File: config.mk
export PLATFORM = sky130hd
export DESIGN_NAME = rob_queue_flat
export DESIGN_NICKNAME = d
export VERILOG_FILES = /design/src/rtl/rob_queue_if.sv /design/src/rtl/rob_queue.sv /design/src/flat_wrapper.sv
export SDC_FILE = /design/constraint.sdc
export NUM_CORES = 1
export LEC_CHECK = 0
export ABC_AREA = 1
export ABC_CLOCK_PERIOD_IN_PS = 3900
export CAP_MARGIN = 20
export CORE_MARGIN = 2
export CORE_UTILIZATION = 45
export DETAILED_ROUTE_END_ITERATION = 12
export SLEW_MARGIN = 20
export SYNTH_ARGS = -nofsm -noshare
export SYNTH_HDL_FRONTEND = slang
export SYNTH_SLANG_ARGS = --single-unit
File: constraint.sdc
create_clock -name clk -period 3.9 [get_ports clk]
set_input_delay 1.17 -clock clk [delete_from_list [all_inputs] [get_ports clk]]
set_output_delay 1.17 -clock clk [all_outputs]
set_load 0.005 [all_outputs]
File: src/rtl/rob_queue_if.sv
// rob_queue_if: decode/execute/retire port bundle of the reorder buffer.
interface rob_queue_if #(
    parameter int rob_num         = 16,
    parameter int rob_data_length = 28
);
    localparam int rob_width = $clog2(rob_num);
    logic                       wr0_en_i;
    logic [rob_width-1:0]       head_addr_o;
    logic                       full_rob_o;
    logic                       wr1_en_i;
    logic [rob_width-1:0]       wr1_addr_i;
    logic [rob_data_length-1:0] wr1_data_i;
    logic                       retire_valid_o;
    logic [rob_data_length-1:0] retire_data_o;
    logic                       retire_ready_i;
    logic                       empty_rob_o;
    logic                       err_o;
    modport slave (
        input  wr0_en_i, wr1_en_i, wr1_addr_i, wr1_data_i, retire_ready_i,
        output head_addr_o, full_rob_o, retire_valid_o, retire_data_o, empty_rob_o, err_o
    );
    modport master (
        output wr0_en_i, wr1_en_i, wr1_addr_i, wr1_data_i, retire_ready_i,
        input  head_addr_o, full_rob_o, retire_valid_o, retire_data_o, empty_rob_o, err_o
    );
endinterface

File: src/rtl/rob_queue.sv
// rob_queue: in-order-retire reorder buffer with out-of-order completion.
// Define ROB_QUEUE_ERR_CHK_EN to enable the sticky protocol-error flag err_o.
module rob_queue #(
    parameter int rob_num         = 16,
    parameter int rob_data_length = 28
) (
    input logic       clk,
    input logic       rst,
    rob_queue_if.slave bus
);
    localparam int rob_width = $clog2(rob_num);
    logic [rob_width-1:0]       head_q, head_d, tail_q, tail_d;
    logic [rob_width:0]         count_q, count_d;
    logic [rob_num-1:0]         alloc_q, alloc_d, done_q, done_d;
    logic [rob_data_length-1:0] rec_q [rob_num];
    logic                       alloc_fire, cpl_ok, retire_fire;
    assign bus.full_rob_o     = count_q == (rob_width+1)'(rob_num);
    assign bus.empty_rob_o    = count_q == '0;
    assign bus.head_addr_o    = head_q;
    assign bus.retire_valid_o = !bus.empty_rob_o && done_q[tail_q];
    assign bus.retire_data_o  = rec_q[tail_q];
    assign alloc_fire  = bus.wr0_en_i && !bus.full_rob_o;
    // pre-edge alloc bit gates completion, so a same-cycle allocate+complete is dropped
    assign cpl_ok      = bus.wr1_en_i && alloc_q[bus.wr1_addr_i] && !done_q[bus.wr1_addr_i];
    assign retire_fire = bus.retire_valid_o && bus.retire_ready_i;
    always_comb begin
        head_d  = alloc_fire ? head_q + rob_width'(1) : head_q;
        tail_d  = retire_fire ? tail_q + rob_width'(1) : tail_q;
        count_d = count_q + (rob_width+1)'(alloc_fire) - (rob_width+1)'(retire_fire);
        alloc_d = alloc_q;
        done_d  = done_q;
        if (alloc_fire) begin
            alloc_d[head_q] = 1'b1;
            done_d[head_q]  = 1'b0;
        end
        if (cpl_ok) done_d[bus.wr1_addr_i] = 1'b1;
        if (retire_fire) begin
            alloc_d[tail_q] = 1'b0;
            done_d[tail_q]  = 1'b0;
        end
    end
    always_ff @(posedge clk) begin
        if (rst) begin
            head_q  <= '0;
            tail_q  <= '0;
            count_q <= '0;
            alloc_q <= '0;
            done_q  <= '0;
        end else begin
            head_q  <= head_d;
            tail_q  <= tail_d;
            count_q <= count_d;
            alloc_q <= alloc_d;
            done_q  <= done_d;
        end
    end
    always_ff @(posedge clk) begin
        if (cpl_ok) rec_q[bus.wr1_addr_i] <= bus.wr1_data_i;
    end
`ifdef ROB_QUEUE_ERR_CHK_EN
    logic err_q, err_d;
    assign err_d = err_q | (bus.wr0_en_i && bus.full_rob_o) | (bus.wr1_en_i && !cpl_ok);
    always_ff @(posedge clk) begin
        err_q <= rst ? 1'b0 : err_d;
    end
    assign bus.err_o = err_q;
`else
    assign bus.err_o = 1'b0;
`endif
endmodule

File: src/flat_wrapper.sv
// flat-port wrapper written by rule: the top's interface ports become plain ports
module rob_queue_flat 
#(
    parameter int rob_num         = 16,
    parameter int rob_data_length = 28
)
  (clk, rst, bus_wr0_en_i, bus_wr1_en_i, bus_wr1_addr_i, bus_wr1_data_i, bus_retire_ready_i, bus_head_addr_o, bus_full_rob_o, bus_retire_valid_o, bus_retire_data_o, bus_empty_rob_o, bus_err_o);
  rob_queue_if #(.rob_num(rob_num), .rob_data_length(rob_data_length)) bus_i ();
  input logic clk;
  input logic rst;
  input wire logic [$bits(bus_i.wr0_en_i)-1:0] bus_wr0_en_i;
  input wire logic [$bits(bus_i.wr1_en_i)-1:0] bus_wr1_en_i;
  input wire logic [$bits(bus_i.wr1_addr_i)-1:0] bus_wr1_addr_i;
  input wire logic [$bits(bus_i.wr1_data_i)-1:0] bus_wr1_data_i;
  input wire logic [$bits(bus_i.retire_ready_i)-1:0] bus_retire_ready_i;
  output wire logic [$bits(bus_i.head_addr_o)-1:0] bus_head_addr_o;
  output wire logic [$bits(bus_i.full_rob_o)-1:0] bus_full_rob_o;
  output wire logic [$bits(bus_i.retire_valid_o)-1:0] bus_retire_valid_o;
  output wire logic [$bits(bus_i.retire_data_o)-1:0] bus_retire_data_o;
  output wire logic [$bits(bus_i.empty_rob_o)-1:0] bus_empty_rob_o;
  output wire logic [$bits(bus_i.err_o)-1:0] bus_err_o;
  assign bus_i.wr0_en_i = bus_wr0_en_i;
  assign bus_i.wr1_en_i = bus_wr1_en_i;
  assign bus_i.wr1_addr_i = bus_wr1_addr_i;
  assign bus_i.wr1_data_i = bus_wr1_data_i;
  assign bus_i.retire_ready_i = bus_retire_ready_i;
  assign bus_head_addr_o = bus_i.head_addr_o;
  assign bus_full_rob_o = bus_i.full_rob_o;
  assign bus_retire_valid_o = bus_i.retire_valid_o;
  assign bus_retire_data_o = bus_i.retire_data_o;
  assign bus_empty_rob_o = bus_i.empty_rob_o;
  assign bus_err_o = bus_i.err_o;
  rob_queue #(.rob_num(rob_num), .rob_data_length(rob_data_length)) u_core (.clk(clk), .rst(rst), .bus(bus_i));
endmodule
==> run metrics <==
IO Count=73; hold path cells=2; Largest stage delay, worst path=approximately 460 ps; root buffer cell=clkbuf_16; number of design-rule violations left by the first detailed-router iteration=between 1000 and 1500; cell count after synthesis=between 1500 and 2000; max-slew violations=0; Ys Warns=0; post-synthesis net count=~1700; cell taking the most area after synthesis=edfxtp_1; non-filler cells, final=between 2000 and 2500; setup violators final=0; Slew headroom=0.3948; highest-delay cell along the critical path=dfxtp_4; maximum count of clock buffers along a single path=3; post-synthesis instance area=0.02083 mm2; number of distinct library cells after synthesis=33; wire length of the first global-routing pass=78.54 mm; number of port buffers=between 70 and 80; pin count of the biggest net entering global routing=70; run status=complete, no violations; clock tree from TritonCTS=built; count of max-cap constraint violations=0; final hold violations=0; sequential area share after synthesis=0.6930; area share of the largest cell type after synthesis=0.6459; post-detailed-placement half-perimeter wirelength=32.26 mm; clock transition time at the flip-flop clock pins of the worst setup and hold paths=about 60 ps; element type at the critical path start=flip-flop; final estimated routing congestion in global placement=approximately 0.85; Least-Margin Pin Slew=~900 ps; Die Outline Area=a little under 0.05 mm2; Worst setup EP type=output port; CP arrival=2640 ps; Final period util=0.9758; CP Data Required Time=roughly 2700 ps; per-instance average area after synthesis=12.47 um2; count of clock tree sinks=497; setup repair after global routing missed its margin=true; Static Leak=8.282 nW; Pwr per Cell Area=443.8 mW/mm2; via total after detailed routing=13100; Tot GR Track Use=0.2194; H-tree Lvls=2; Final Hold Slack=approximately 490 ps; layout cells sized above 1=0.09733; initial cell density of the core=0.4570; most common cell after layout, fill and taps aside=edfxtp_1; DR WL/cell=about 22 um; clock skew=about 20 ps; sum of overflow across all layers after global routing=0; top cells by area in the synthesized netlist=edfxtp_1 (65%), mux2i_1 (5.4%), dfxtp_1 (4.7%); final worst path period need=approximately 3800 ps; clock network latency to the later pin of the worst-skew pair=~590 ps; Synth-to-Final Area Change=15.81%; number of global-route vias before repair=12720; category of the most critical setup path=flip-flop to output port; register bit total from synthesis=497; cell depth of the worst flop-to-flop path=19; drc violations=0; Post-DP Area=0.02259 mm2; Row Count=78; floorplan die width=~220 um; number of diodes=0; Placed Instances=2308; height of the die=219.1 um; commonest cells after routing, fill and taps aside=edfxtp_1 (448), inv_1 (173), nand2_1 (168); wire length reported by the detailed router=51.85 mm; max frequency=approximately 260 MHz; path category of the worst min-delay check=flip-flop to flip-flop; critical-path cell list=buf_12, mux2i_2, o21ai_0, o211ai_1, nand2_1, clkdlybuf4s50_1; total number of nets in the final design=between 1500 and 2000; number of antenna-violating nets in the routed design=0; core utilization of the finished layout=0.5293; via density per instance=between 5 and 6; highest net fanout along the worst path=39; antenna violations before repair=0; Detailed Routing Iterations Pass 1=5; aggregate negative setup slack=0 ps; core area=around 0.046 mm2; post-layout instance area=roughly 0.024 mm2; number of buffers inserted during clock tree synthesis=49; IR Drop Worst-Case VDD=0.3604 mV
[sequential cells by signal, summed over array words and instances (netlist names), named ones only]
register,flops
u_core.rec_q,448
u_core.alloc_q,16
u_core.done_q,16
u_core.count_q,5
u_core.bus.head_addr_o,4
u_core.tail_q,4
[synth_stat cells (all sizes together)]
cell type  count
clkinv         2
xnor2          1
buf           46
nand4         17
dfxtp         49
a31oi          5
nand2        172
fa             1
nor2          91
nor3           1
xor2           3
o211ai       113
conb           1
inv          197
o21ai        151
ha            14
nand3         77
clkbuf        48
a21oi        121
mux2i        112
edfxtp       448
[logic make-up (layout without fill, tap and decap cells)]
| logic type | Yosys count | count (layout) | share of synthesized area |
|---|---|---|---|
| flip-flops | 497 | 497 | 0.6930 |
| AO/OA/AOI/OAI | 390 | 390 | 0.1076 |
| AND/OR/NAND/NOR | 358 | 358 | 0.07587 |
| buffers and inverters | 293 | 421 | 0.05851 |
| multiplexers | 112 | 112 | 0.05382 |
| adder cells (fa/ha/maj) | 15 | 15 | 0.009371 |
| XOR/XNOR | 4 | 4 | 0.001682 |
| other | 1 | 1 | 0.0001800 |
[path summary, 6_finish.rpt]
check	to	slack (ps)	start
setup / recovery	bus_retire_data_o[23]	90	flip-flop
hold / removal	u_core.alloc_q[2]$_SDFF_PP0_	490	u_core.alloc_q[2]$_SDFF_PP0_
setup reg to reg	u_core.count_q[4]$_SDFF_PP0_	700	u_core.tail_q[1]$_SDFFE_PP0N_
hold reg to reg	u_core.alloc_q[2]$_SDFF_PP0_	490	u_core.alloc_q[2]$_SDFF_PP0_
[critical path: cells and delay by family (launching register included)]
| kind | cells | cell delay, ps |
|---|---|---|
| buffers and inverters | 2 | 720 |
| DFF | 1 | 460 |
| AOI/OAI and AO/OA | 2 | 400 |
| muxes | 1 | 320 |
| and+or+nand+nor | 1 | 110 |
[what timing repair did]
item                       4_1_cts  5_1_grt
pin swaps                        0        1
gates resized for setup          1        4
hold endpoints to repair         0        0
setup endpoints to repair       24        6
buffers inserted                 4        0
hold buffers                     0        0
gates cloned                     0        1
[area by class of cell]
cell class / instances / area, um2
fill: 3874 / 21450
sequential: 497 / 14450
inverter: 199 / 749.5
tap: 600 / 750.7
clock inverter: 21 / 172.7
timing repair buffer: 137 / 1535
multi-input combinational: 880 / 5185
clock buffer: 64 / 1282
[where the power goes]
part / internal (mW) / switching [mW] / total [mW] / leakage [nW]
Combinational: 0.160 / 0.301 / 0.461 / 3.15
Sequential: 5.83 / 0.0234 / 5.86 / 4.42
Clock: 2.44 / 1.94 / 4.39 / 0.707
Total: 8.44 / 2.27 / 10.7 / 8.28
[through the flow]
step | total power [mW] | worst slack [ps]
after floorplan | 6.201 | 823.7
after global placement | 6.422 | 176.1
after detailed placement | 6.436 | 132.2
after CTS | 10.79 | 9.322
after global routing | 11.05 | -23.37
final | 10.70 | 94.20
[per-layer routing]
layer	wire [um]	GRT usage	vias up
met2	24550	0.3573	381
met4	980	0.05270	0
li1	-	-	6166
met3	2737	0.03465	83
met5	0	0	-
met1	23590	0.3100	6466
(Power assumes the default switching activity.)
==> RTL edit 1, RTL diff (config.mk and constraints unchanged) <==
Build with the macro `ROB_QUEUE_ERR_CHK_EN` defined.
--- a/src/rtl/rob_queue.sv
+++ b/src/rtl/rob_queue.sv
@@ -1,4 +1,6 @@
 // rob_queue: in-order-retire reorder buffer with out-of-order completion.
 // Define ROB_QUEUE_ERR_CHK_EN to enable the sticky protocol-error flag err_o.
+`define ROB_QUEUE_ERR_CHK_EN
+
 module rob_queue #(
     parameter int rob_num         = 16,
Formal check against the unedited RTL: not equivalent (a bounded check fails within 4 cycles, from zero or initial values and one cycle with rst high).
==> RTL edit 1 against the unedited design <==
Via count up 0.76%. Design area grew 2.4%. Critical path depth is 1 higher. Sequential share of layout area decreased by 1.3 points. Clock skew fell by 0.0097 ns. Wire length rose by 0.48%. Synthesized area is 0.55% higher. Total power rose by 6.5%. Sequential cell count increased by 1. Worst setup slack lost 0.032 ns. Combinational power is 6.5% higher. Largest cell class unchanged.
==> RTL edit 1: results (changes against the unedited design) <==
* Status: finished, final reports clean (unchanged)
* Drt pass-1 iters at 7 (was 5)
* Most common library cells after synthesis: edfxtp_1 (448), inv_1 (192), nand2_1 (174) (was edfxtp_1 (448), inv_1 (190), nand2_1 (168))
* Max Fanout on Critical Path at 26 (was 39)
* DP Worst Slack at 0.207 ns (was 0.132 ns)
* TritonCTS buffer count at 52 (was 49)
* DP HPWL at 31,700 um (was 32,300 um)
* WL met2 at 24,200 um (was 24,500 um)
* Internal power at 9.04 mW (was 8.44 mW)
* XOR/XNOR Fraction of Synth Area at 0.00167 (was 0.00168)
* Wl on met1 at 23,100 um (was 23,600 um)
* Library cells used by synthesis at 36 (was 33)
* Mux share of post-synthesis cell area at 0.0535 (was 0.0538)
* Max_slew headroom at 0.465 (was 0.395)
* Largest net degree at the start of global routing at 78 (was 70)
* CP arrival at 2.67 ns (was 2.64 ns)
* Ratio of cells with drive above 1 in the final layout at 0.109 (was 0.0973)
* Worst vdd ir at 0.352 mV (was 0.360 mV)
* WL/cell at 21.5 um (was 21.6 um)
* Final net count at 1,830 (was 1,816)
* Port Buf Inserts at 72 (was 71)
* Largest cells by area after synthesis: edfxtp_1 (64%), mux2i_1 (5.4%), dfxtp_1 (4.8%) (was edfxtp_1 (65%), mux2i_1 (5.4%), dfxtp_1 (4.7%))
* Post-synthesis adder-cell area fraction at 0.00932 (was 0.00937)
* Initial DRC count at 1,179 (was 1,141)
* GR Util All Layers at 0.214 (was 0.219)
* Synthesized Nets at 1,731 (was 1,722)
* Routability-driven placement congestion ratio at 0.951 (was 0.850)
* Post-synthesis compound-gate area fraction at 0.111 (was 0.108)
-- RTL edit 1: cell types whose count changed in the layout (fill, tap and decap cells not counted), moves of 6 or more --
cell	unedited run	this run
buf_12	23	16
nand3_1	65	55
inv_2	24	17
nor2_1	88	80
clkbuf_16	50	58
buf_4	40	34
o21ai_1	6	14
-- RTL edit 1: cells by family after synthesis --
group / Yosys count
AND/OR/NAND/NOR: 352
XOR/XNOR: 4
flip-flops: 498
adder cells (fa/ha/maj): 15
AO/OA/AOI/OAI: 407
multiplexers: 112
buffers and inverters: 291
-- RTL edit 1: repair_timing --
item / 4_1_cts / 5_1_grt
buffers inserted: 4 / 8
gates cloned: 2 / 4
gates resized for setup: 10 / 32
endpoints found under the setup margin: 13 / 18
pin swaps: 6 / 6
-- RTL edit 1: critical path, stage by stage (launching register included) --
cell             delay [ns]
dfxtp_4                0.39
buf_4                  0.17
clkbuf_16              0.20
o21ai_0                0.49
o211ai_1               0.16
nand3_1                0.13
nand2_1                0.08
clkdlybuf4s50_1        0.45
-- RTL edit 1: path summary, 6_finish.rpt --
check	startpoint	endpoint	slack, ns	cells past startpoint
min reg2reg	u_core.alloc_q[11]	u_core.alloc_q[11]	0.49	2
min	u_core.alloc_q[11]	u_core.alloc_q[11]	0.49	2
max	flip-flop	bus_retire_data_o[1]	0.06	7
max reg2reg	u_core.tail_q[1]	u_core.count_q[4]	0.79	18
-- RTL edit 1: area by class of cell --
cell class / instances / area (um2)
repair buffers: 139 / 1680
inverters: 197 / 741
clock inverters: 30 / 330
fillers: 3877 / 21600
flip-flops and latches: 498 / 14500
multi-input cells: 890 / 5310
well taps: 607 / 759
clock buffers: 66 / 1420
-- RTL edit 1: metal layers --
| metal | global-route usage | vias up |
|---|---|---|
| met5 | 0 | - |
| met4 | 0.0611 | 0 |
| met3 | 0.0462 | 80 |
| met2 | 0.338 | 434 |
| met1 | 0.299 | 6453 |
| li1 | - | 6229 |
-- RTL edit 1: power by group through the flow --
stage          clock (mW)  combinational [mW]  sequential [mW]
4_1_cts              5.16               0.494             5.87
3_5_place_dp            0               0.491             5.98
6_report             5.04               0.491             5.87
2_1_floorplan           0               0.254             5.98
5_1_grt              5.33               0.547             5.87
3_3_place_gp            0               0.480             5.98
-- RTL edit 1: metrics by stage --
stage / cell area (um2) / instances
2_1_floorplan: 20900 / 1679
6_report: 24700 / 2427
4_1_cts: 24400 / 2415
3_3_place_gp: 22600 / 2313
5_1_grt: 24700 / 2427
3_5_place_dp: 22600 / 2313
==> RTL edit 2, RTL diff (config.mk and constraints unchanged) <==
Made on the original files. `rob_num` is set to 16 in 3 places; all go to 8.
--- a/src/rtl/rob_queue_if.sv
+++ b/src/rtl/rob_queue_if.sv
@@ -1,5 +1,5 @@
 // rob_queue_if: decode/execute/retire port bundle of the reorder buffer.
 interface rob_queue_if #(
-    parameter int rob_num         = 16,
+    parameter int rob_num         = 8,
     parameter int rob_data_length = 28
 );
--- a/src/rtl/rob_queue.sv
+++ b/src/rtl/rob_queue.sv
@@ -2,5 +2,5 @@
 // Define ROB_QUEUE_ERR_CHK_EN to enable the sticky protocol-error flag err_o.
 module rob_queue #(
-    parameter int rob_num         = 16,
+    parameter int rob_num         = 8,
     parameter int rob_data_length = 28
 ) (
--- a/src/flat_wrapper.sv
+++ b/src/flat_wrapper.sv
@@ -2,5 +2,5 @@
 module rob_queue_flat 
 #(
-    parameter int rob_num         = 16,
+    parameter int rob_num         = 8,
     parameter int rob_data_length = 28
 )
Ports: changed (resized bus_head_addr_o and bus_wr1_addr_i); port bits go from 73 to 71. No check against the original RTL was run, so the function may have changed too.
==> RTL edit 2 against the unedited design <==
Die area fell by 50%. Sequential cell count fell by 244. Final cell count fell by 47%. Critical path depth rose by 1. Worst setup slack improved by 0.12 ns. Synthesized area fell by 50%. Wire length fell by 58%. Design area fell by 49%. Total power fell by 47%. Hold slack improved by 0.024 ns. Critical path type unchanged. Highest routed layer unchanged.
==> RTL edit 2: results (changes against the unedited design) <==
* Status: finished, final reports clean (unchanged)
* Clk_skew at 0.0268 ns (was 0.0202 ns)
* Metal3 WL at 1080 um (was 2740 um)
* TritonCTS buffer count at 26 (was 49)
* Leakage power at 4.43 nW (was 8.28 nW)
* Post-CTS Setup Bufs at 0 (was 4)
* EDFF count, synth at 224 (was 448)
* R2R cell count at 16 (was 19)
* CP arrival at 2.52 ns (was 2.64 ns)
* Max Fanout on Critical Path at 44 (was 39)
* Port Buf Inserts at 69 (was 71)
* Sequential fraction of the synthesis area at 0.708 (was 0.693)
* Syn Inst Count at 898 (was 1,670)
* Hold Crit Endpoint: u_core.alloc_q[7] (was u_core.alloc_q[2])
* Wl on met1 at 10,000 um (was 23,600 um)
* Worst skew pair latency at 0.54 ns (was 0.59 ns)
* Combinational power share at 0.058 (was 0.043)
* Slew @ Worst Pin at 0.725 ns (was 0.905 ns)
* Htree depth at 1 (was 2)
* Vias in the first global route at 6,485 (was 12,700)
* Clock network power at 2.34 mW (was 4.39 mW)
* DP Worst Slack at 0.548 ns (was 0.132 ns)
* Reg2reg setup slack at 1.51 ns (was 0.70 ns)
* GR Util met2 at 0.306 (was 0.357)
* Routability-driven placement congestion ratio at 0.842 (was 0.850)
* WL met2 at 10,300 um (was 24,500 um)
* Vias/cell at 5.22 (was 5.46)
* Synthesized Nets at 943 (was 1,722)
* Final WL at 21,600 um (was 51,800 um)
* Critical Path Max Stage Delay at 0.58 ns (was 0.46 ns)
* Slowest CP cell: clkdlybuf4s50_1 (was dfxtp_4)
* Switching fraction of total power at 0.213 (was 0.212)
* Largest cells by area after synthesis: edfxtp_1 (65%), nor2_1 (7.7%), o21ai_0 (6.2%) (was edfxtp_1 (65%), mux2i_1 (5.4%), dfxtp_1 (4.7%))
* Final net count at 1,012 (was 1,816)
* Ratio of cells with drive above 1 in the final layout at 0.0811 (was 0.0973)
* Critical Path End: bus_retire_data_o[11] (was bus_retire_data_o[23])
* WL/cell at 17.0 um (was 21.6 um)
* Placed insts at 1,224 (was 2,308)
* Worst hold margin at 0.511 ns (was 0.487 ns)
* Fill count at 1,963 (was 3,874)
* DP HPWL at 12,300 um (was 32,300 um)
* Met3 GRT Util at 0.0281 (was 0.0347)
* Power per cell area at 465 mW/mm2 (was 444 mW/mm2)
* Met1 GRT Util at 0.253 (was 0.310)
* GR Util All Layers at 0.182 (was 0.219)
* Core box area at 0.0226 mm2 (was 0.0456 mm2)
* Largest net degree at the start of global routing at 85 (was 70)
* Hold path start: u_core.alloc_q[7] (was u_core.alloc_q[2])
* RR Endpoint: u_core.count_q[3] (was u_core.count_q[4])
* Most common library cells after synthesis: edfxtp_1 (224), nor2_1 (212), o21ai_0 (127) (was edfxtp_1 (448), inv_1 (190), nand2_1 (168))
* Initial DRC count at 529 (was 1,141)
* Largest registers: u_core.rec_q x224, u_core.alloc_q x8, u_core.done_q x8 (was u_core.rec_q x448, u_core.alloc_q x16, u_core.done_q x16)
## RTL edit 2: cell types whose count changed after synthesis, sizes merged, moves of 97 or more
cell,change
edfxtp,-224
inv,-135
o211ai,-113
nand2,-98
mux2i,-112
nor2,+125
a21oi,-97
## RTL edit 2: kinds of logic (layout without fill, tap and decap cells)
logic type | Yosys count | count (layout) | share of synthesized area
adders and majority gates | 9 | 9 | 0.0116
and+or+nand+nor | 316 | 316 | 0.126
other | 1 | 1 | 0.000363
DFF | 253 | 253 | 0.708
xor gates and xnor gates | 2 | 2 | 0.00170
buffers and inverters | 108 | 196 | 0.0441
AOI/OAI and AO/OA | 209 | 209 | 0.108
## RTL edit 2: cell type report
type | instances | area [um2] | share of cell area
clock buffer | 30 | 666 | 0.0544
clock inverter | 17 | 140 | 0.0115
inverter | 63 | 239 | 0.0195
multi-input combinational | 537 | 2560 | 0.209
sequential | 253 | 7310 | 0.598
tap | 285 | 357 | 0.0292
timing repair buffer | 86 | 956 | 0.0782
